## src/rtl/ldl_round_pkg.sv

```systemverilog
// Shared definitions for the ldl_round family of arbiters.
// Holds the lock FSM state encoding and the default sizing constants.
// The per-instance vector, class and age types depend on module parameters,
// so each arbiter declares them locally from its own parameters.
package ldl_round_pkg;

  // ARB: grant computed fresh every cycle; LOCK: grant pinned to lock_idx.
  typedef enum logic {
    ARB  = 1'b0,
    LOCK = 1'b1
  } state_t;

  localparam int unsigned DEF_BIN_WIDTH = 3;
  localparam int unsigned DEF_COS_WIDTH = 2;
  localparam int unsigned DEF_AGE_WIDTH = 4;
  localparam int unsigned DEF_AGE_LIMIT = 15;

endpackage

```

## src/rtl/ldl_rr_pick.sv

```systemverilog
// Combinational rotating-priority search.
// Scans cand starting at ptr+1 (mod REQ_WIDTH), wrapping, and reports the
// first set bit.
// Ports:
//   cand  candidate vector
//   ptr   index of the last winner; the search starts just after it
//   hot   one-hot of the winner (0 when no candidate)
//   bin   binary index of the winner (0 when no candidate)
//   any   at least one candidate present
module ldl_rr_pick #(
  parameter int BIN_WIDTH = 3,
  parameter int REQ_WIDTH = 1 << BIN_WIDTH
) (
  input  logic [REQ_WIDTH-1:0] cand,
  input  logic [BIN_WIDTH-1:0] ptr,
  output logic [REQ_WIDTH-1:0] hot,
  output logic [BIN_WIDTH-1:0] bin,
  output logic                 any
);

  // Walk offsets 1..REQ_WIDTH from ptr; index arithmetic wraps because
  // REQ_WIDTH is a power of two. The first candidate found is latched via any.
  always_comb begin
    logic [BIN_WIDTH-1:0] idx_s;
    logic                 take_s;
    hot    = '0;
    bin    = '0;
    any    = 1'b0;
    idx_s  = '0;
    take_s = 1'b0;
    for (int k = 1; k <= REQ_WIDTH; k++) begin
      idx_s  = ptr + BIN_WIDTH'(k);
      take_s = cand[idx_s] & ~any;
      hot    = hot | (take_s ? (REQ_WIDTH'(1) << idx_s) : '0);
      bin    = take_s ? idx_s : bin;
      any    = any | take_s;
    end
  end

endmodule

```

## src/rtl/ldl_round_pri_age.sv

```systemverilog
// Class-of-service round-robin arbiter with anti-starvation aging and
// packet lock.
// A requester that keeps losing packets is promoted to top class once its age
// counter reaches AGE_LIMIT. A grant is held from the first non-last handshake
// until the last beat of that packet completes.
// Ports:
//   clk, rst_n  clock and asynchronous active-low reset
//   req         request vector
//   cos         packed per-requester class, requester i at [i*COS_WIDTH +: COS_WIDTH]
//   last        final beat of the current packet (used only on a handshake)
//   ready       downstream accepts the current beat
//   hot, bin    one-hot and binary grant
//   valid       grant is valid
//   locked      arbiter is holding a grant mid-packet
module ldl_round_pri_age
  import ldl_round_pkg::*;
#(
  parameter int BIN_WIDTH = DEF_BIN_WIDTH,
  parameter int COS_WIDTH = DEF_COS_WIDTH,
  parameter int REQ_WIDTH = 1 << BIN_WIDTH,
  parameter int AGE_WIDTH = DEF_AGE_WIDTH,
  parameter int AGE_LIMIT = DEF_AGE_LIMIT
) (
  input  logic                           clk,
  input  logic                           rst_n,
  input  logic [REQ_WIDTH-1:0]           req,
  input  logic [REQ_WIDTH*COS_WIDTH-1:0] cos,
  input  logic                           last,
  input  logic                           ready,
  output logic [REQ_WIDTH-1:0]           hot,
  output logic [BIN_WIDTH-1:0]           bin,
  output logic                           valid,
  output logic                           locked
);

  typedef logic [REQ_WIDTH-1:0] req_vec_t;
  typedef logic [COS_WIDTH-1:0] cos_t;
  typedef logic [AGE_WIDTH-1:0] age_t;

  state_t               state_r, state_nxt_s;
  logic [BIN_WIDTH-1:0] ptr_r, ptr_nxt_s;
  logic [BIN_WIDTH-1:0] lock_idx_r, lock_idx_nxt_s;
  age_t                 age_r     [REQ_WIDTH];
  age_t                 age_nxt_s [REQ_WIDTH];
  cos_t                 eff_s     [REQ_WIDTH];
  cos_t                 max_eff_s;
  req_vec_t             cand_s;
  req_vec_t             pick_hot_s;
  logic [BIN_WIDTH-1:0] pick_bin_s;
  logic                 pick_any_s;
  logic                 hs_s;
  logic                 pe_s;

  // Effective class: a requester aged to the limit competes at all-ones.
  // max_eff only considers active requesters, so it is 0 with no requests.
  always_comb begin
    max_eff_s = '0;
    for (int i = 0; i < REQ_WIDTH; i++) begin
      eff_s[i]  = (age_r[i] >= AGE_WIDTH'(AGE_LIMIT)) ? '1 : cos[i*COS_WIDTH +: COS_WIDTH];
      max_eff_s = (req[i] && (eff_s[i] > max_eff_s)) ? eff_s[i] : max_eff_s;
    end
  end

  // Candidates are the active requesters sitting at the winning class.
  always_comb begin
    cand_s = '0;
    for (int i = 0; i < REQ_WIDTH; i++) begin
      cand_s[i] = req[i] & (eff_s[i] == max_eff_s);
    end
  end

  ldl_rr_pick #(
    .BIN_WIDTH (BIN_WIDTH),
    .REQ_WIDTH (REQ_WIDTH)
  ) u_pick (
    .cand (cand_s),
    .ptr  (ptr_r),
    .hot  (pick_hot_s),
    .bin  (pick_bin_s),
    .any  (pick_any_s)
  );

  // Output mux: fresh pick in ARB, pinned lock_idx in LOCK. In LOCK the grant
  // stays visible even when the owner drops req; only valid follows req.
  always_comb begin
    hot   = pick_hot_s;
    bin   = pick_bin_s;
    valid = pick_any_s;
    case (state_r)
      ARB: begin
        hot   = pick_hot_s;
        bin   = pick_bin_s;
        valid = pick_any_s;
      end
      LOCK: begin
        hot   = REQ_WIDTH'(1) << lock_idx_r;
        bin   = lock_idx_r;
        valid = req[lock_idx_r];
      end
      default: begin
        hot   = pick_hot_s;
        bin   = pick_bin_s;
        valid = pick_any_s;
      end
    endcase
  end

  assign locked = (state_r == LOCK);
  assign hs_s   = valid & ready;
  assign pe_s   = hs_s & last;

  // Lock FSM next state: ptr moves only at packet end, to the winner.
  always_comb begin
    state_nxt_s    = state_r;
    ptr_nxt_s      = ptr_r;
    lock_idx_nxt_s = lock_idx_r;
    case (state_r)
      ARB: begin
        if (pe_s) begin
          ptr_nxt_s   = bin;
          state_nxt_s = ARB;
        end else if (hs_s) begin
          state_nxt_s    = LOCK;
          lock_idx_nxt_s = bin;
        end else begin
          state_nxt_s = ARB;
        end
      end
      LOCK: begin
        if (pe_s) begin
          state_nxt_s = ARB;
          ptr_nxt_s   = lock_idx_r;
        end else begin
          state_nxt_s = LOCK;
        end
      end
      default: begin
        state_nxt_s = ARB;
      end
    endcase
  end

  // Age update: idle requesters reset every cycle; on packet end the winner
  // resets and every other active requester counts one loss (saturating).
  always_comb begin
    for (int i = 0; i < REQ_WIDTH; i++) begin
      age_nxt_s[i] = age_r[i];
      if (!req[i]) begin
        age_nxt_s[i] = '0;
      end else if (pe_s && (bin == BIN_WIDTH'(i))) begin
        age_nxt_s[i] = '0;
      end else if (pe_s && (age_r[i] != '1)) begin
        age_nxt_s[i] = age_r[i] + AGE_WIDTH'(1);
      end else begin
        age_nxt_s[i] = age_r[i];
      end
    end
  end

  // FSM, round-robin pointer and lock index registers.
  always_ff @(posedge clk or negedge rst_n) begin
    if (!rst_n) begin
      state_r    <= ARB;
      ptr_r      <= BIN_WIDTH'(REQ_WIDTH - 1);
      lock_idx_r <= '0;
    end else begin
      state_r    <= state_nxt_s;
      ptr_r      <= ptr_nxt_s;
      lock_idx_r <= lock_idx_nxt_s;
    end
  end

  // Per-requester age counters.
  always_ff @(posedge clk or negedge rst_n) begin
    if (!rst_n) begin
      for (int i = 0; i < REQ_WIDTH; i++) begin
        age_r[i] <= '0;
      end
    end else begin
      for (int i = 0; i < REQ_WIDTH; i++) begin
        age_r[i] <= age_nxt_s[i];
      end
    end
  end

endmodule

```

## config.mk

```make
export PLATFORM = sky130hd
export DESIGN_NAME = ldl_round_pri_age
export DESIGN_NICKNAME = d
export VERILOG_FILES = /design/src/rtl/ldl_round_pkg.sv /design/src/rtl/ldl_rr_pick.sv /design/src/rtl/ldl_round_pri_age.sv
export SDC_FILE = /design/constraint.sdc
export NUM_CORES = 1
export LEC_CHECK = 0
export CAP_MARGIN = 20
export CELL_PAD_IN_SITES_DETAIL_PLACEMENT = 0
export CELL_PAD_IN_SITES_GLOBAL_PLACEMENT = 2
export CORE_UTILIZATION = 36
export DETAILED_ROUTE_END_ITERATION = 8
export PLACE_DENSITY_LB_ADDON = 0.1
export RECOVER_POWER = 25
export SKIP_LAST_GASP = 1
export SYNTH_ARGS = -nofsm -noshare
export SYNTH_HDL_FRONTEND = slang
export SYNTH_SLANG_ARGS = --single-unit
```

## constraint.sdc

```tcl
create_clock -name clk -period 13.7 [get_ports clk]
set_input_delay 2.74 -clock clk [delete_from_list [all_inputs] [get_ports clk]]
set_output_delay 2.74 -clock clk [all_outputs]
set_load 0.03 [all_outputs]
```

==> impl.org <==
** Outcome
- The flow ran to the end, but the final reports show violations.
- Violated checks :: capacitance limit, slew limit

** Final layout
- Relative area change from synthesis to final layout :: 21.4%
- The final layout contains 773 nets.
- The repair_antennas step left the layout with diodes totalling 0.
- Final core utilization :: between 40 and 50%
- In the final layout, the multi-input gates occupy roughly 0.0042 mm².
- Most frequent cells in the layout :: nand2_1 (58), buf_4 (58), nand3_1 (45)
- Cells with a size suffix above 1 make up 20.3% of the layout.
- Counting the fill cells in the layout gives about 1400.
- Final cell count without fillers :: approximately 900
- The sequential cells in the finished layout cover a total of around 980 µm².

** Yosys
- Post-Synthesis Cell Area :: 0.00523 mm²
- The average instance in the mapped netlist occupies approximately 8.0 µm².
- Share of async-settable or async-resettable flops after synthesis :: 100%
- YS warnings :: 0
- Synthesis instantiated roughly 100 different standard cells from the library.
- The most used flip-flop cell after synthesis is dfrtp_1.
- The cell count after synthesis came out at 656.
- After synthesis the netlist holds a flip-flop and latch count of 39.
- Number of enable-type register cells in the synthesized netlist :: 0
- When the netlist entered floorplanning its net count stood at between 700 and 800.
- Of the synthesized area, sequential elements account for about a fifth.

** Worst setup path
- Worst setup path class :: in -> out
- R2R Path Start :: age_r[24]
- Worst endpoint required time :: ~11000 ps
- The worst setup path is captured at an output port.
- In this run the critical register-to-register path is captured at age_r[31].
- On the worst path, the slowest cell contributes a delay of around 570 ps.
- Data arrives at the worst endpoint at between 10000 and 15000 ps.
- Reg-to-reg slack, setup :: about 5000 ps
- Startpoint type of the worst setup path :: input pin
- Of all nets on the critical path, the largest fanout is 8.
- Cell occurring most often along the worst timing path :: buf_4
- Worst reg2reg path depth :: 38
- Slowest stage cell on the critical path :: or4b_1

** Die
- Floorplan Core Area :: approximately 0.014 mm²
- Effective utilization at floorplan :: between 30% and 40%
- In this run the count of I/O pins placed on the die edge is 41.
- Measured along the y axis, the die boundary spans around 120 µm.
- The die covers between 0.015 and 0.02 mm².
- Floorplan die width :: between 100 and 150 µm
- The floorplan has 43 rows.

** STA
- Clock tree skew after final layout :: around 9.0 ps
- Setup violations remaining at the end of the flow were counted as 0.
- Actual transition at the worst max-transition pin :: 2350 ps
- The clock period could shrink to ~13000 ps.
- Dividing the final minimum period by the clock period gives between 90% and 100%.
- Final hold viol count :: 0
- Worst setup margin :: 433 ps
- Top achievable clock speed :: about 75 MHz
- Slew margin rel. :: -56.3%
- The number of slew-limit violations in the final report was 40.
- Setup TNS Final :: 0 ps

** CTS
- Total of hold buffers inserted after clock tree synthesis :: 0
- No sink is reached through more buffers than the 2 on the longest clock path.
- The tree is rooted in a clkbuf_16.
- In this run, CTS created clock tree buffers numbering 5.
- Worst-Skew Late Latency :: ~300 ps
- Clock Pin Slew Worst Setup and Hold Paths :: 60 ps
- Number of sinks driven by the clock tree :: 39
- Max H-tree Level :: 2
- Clock tree from TritonCTS :: built

** Power
- The clock network burns between 10% and 20% of the power.
- The internal portion of the total power is approximately 630 µW.
- IR analysis of the VDD net gives a maximum drop of 0.132 mV.
- Proportion of total power due to net switching :: between 50% and 60%
- Dividing total power by cell area gives a power density of 222 mW/mm².
- Combinational cells account for 75.5% of the total power.
- The analysis attributes to cell leakage a power of around 0.0025 µW.
- The share of total power dissipated in sequential elements is about 14%.
- For this design the total switching power over the nets is just under 800 µW.

** Placed design
- Counting tap cells, the placed design contains a total of between 800 and 900 instances.
- Buffers placed on the I/O ports in this run total 40.
- Final Wtd Congestion :: between 0.9 and 1
- Prior to clock tree synthesis, the placed netlist has a worst setup slack of -328 ps.
- Dpl hpwl :: 14.5 mm

** Hold path
- The worst hold path belongs to the class reg -> reg.
- The worst hold path terminates at age_r[5].
- Origin of the worst min-delay path :: age_r[5]
- The worst hold path was traced through 2 stages.

** Route
- The routed layout has around 5700 vias.
- Average vias per placed instance :: about 6.3
- DRT Pass-1 Iters :: 5
- Final wirelength :: approximately 19 mm
- DRC Markers :: 0
- Dividing the detail-routed wire length by the instance count gives about 21 µm.
- First-iteration detailed-routing DRC count :: about 520
- The detail route stage leaves a number of antenna-violating nets equal to 0.

** GRT
- Global routing finished with a remaining overflow of 0.
- Number of global-route vias before repair :: about 5500
- Number of antenna violations at the first check in global routing :: 0
- Entering global routing, the biggest net connects 40 pins.
- Global routing consumed, over all layers together, about a quarter of the routing resources.
- First-pass GRT wire length :: between 20 and 30 mm

** Flow run
- # Max-Cap Violations :: 1
==> cells in the mapped netlist (all sizes together) (6+ instances only) <==
master / instances / area share [%]
xor2: 12 / 2.0
nor2: 38 / 2.7
and2: 14 / 1.7
and3: 11 / 1.4
xnor2: 11 / 1.8
a211oi: 15 / 2.3
nor4b: 8 / 1.5
a221oi: 9 / 1.6
a31oi: 21 / 2.6
a21boi: 9 / 1.4
mux2: 12 / 2.6
nor3b: 16 / 2.7
dfrtp: 36 / 17
nand4: 8 / 1.1
inv: 18 / 1.3
mux2i: 16 / 3.1
nand3: 46 / 4.5
ha: 22 / 5.3
nor4: 10 / 1.7
a21oi: 45 / 4.5
and4b: 8 / 1.5
a22oi: 13 / 1.9
clkbuf: 19 / 1.4
nor2b: 6 / 0.72
o211ai: 7 / 1.1
o21a: 6 / 0.86
o21ai: 27 / 2.7
buf: 9 / 1.0
or3: 7 / 0.93
nand2: 60 / 4.4
nand2b: 10 / 1.2
nor3: 23 / 2.4
a32oi: 6 / 1.0
==> worst max-delay path: cells and delay by family <==
| kind | cells | cell delay [ps] |
|---|---|---|
| buf+inv | 5 | 1160 |
| simple gates | 6 | 1690 |
| mux | 2 | 310 |
| fa+ha+maj | 3 | 850 |
| compound gates | 18 | 3730 |
==> worst max path at each step <==
stage | startpoint | to | slack (ps)
CTS | req[0] | hot[5] | 30
finish | cos[0] | hot[5] | 430
floorplan | req[0] | hot[4] | 560
global route | cos[1] | hot[5] | -30
detailed placement | req[0] | hot[4] | -330
global placement | req[0] | bin[0] | -90
==> power groups by stage <==
| stage | combinational (µW) | clock, µW | sequential (µW) |
|---|---|---|---|
| finish | 1060 | 143 | 202 |
| global route | 1150 | 152 | 207 |
| CTS | 997 | 148 | 200 |
| detailed placement | 985 | 0 | 202 |
| global placement | 993 | 0 | 201 |
| floorplan | 729 | 0 | 162 |
==> through the flow <==
| stage | power [µW] | hold WS [ps] | cell area, µm² |
|---|---|---|---|
| global route | 1510 | 604 | 6350 |
| global placement | 1190 | 540 | 6010 |
| floorplan | 891 | 522 | 5230 |
| detailed placement | 1190 | 556 | 6010 |
| finish | 1410 | 561 | 6350 |
| CTS | 1340 | 564 | 6210 |
==> flip-flops by register name, indices dropped and copies added (netlist names), named ones only <==
name	cells
ptr_r	3
age_r	32
lock_idx_r	3
==> final cells by class <==
cell class / count / share of cell area [%]
Inverter: 20 / 1.18
Sequential cell: 39 / 15.4
Timing Repair Buffer: 88 / 11.6
Multi-Input combinational cell: 569 / 65.5
Tap cell: 180 / 3.55
Clock inverter: 3 / 0.749
Clock buffer: 5 / 1.97
==> cells by family after synthesis <==
kind of cell	synth area share [%]
adders and majority gates	5.27
xor gates and xnor gates	3.85
buffers and inverters	3.81
muxes	6.51
DFF	18.7
and+or+nand+nor	30.6
AOI/OAI and AO/OA	31.3
==> per-layer routing <==
| layer | vias up | track usage (%) | wire, µm |
|---|---|---|---|
| li1 | 2705 | - | - |
| met1 | 2781 | 38.0 | 9090 |
| met2 | 170 | 40.3 | 8460 |
| met3 | 18 | 3.62 | 1030 |
| met4 | 0 | 5.41 | 241 |
| met5 | - | 0 | 0 |
==> repair_timing <==
action,CTS,global route
gates resized for setup,1,26
setup endpoints to repair,11,12
pin swaps,1,4
buffers inserted,2,6
No activity file was read; power rests on OpenSTA's default activity.
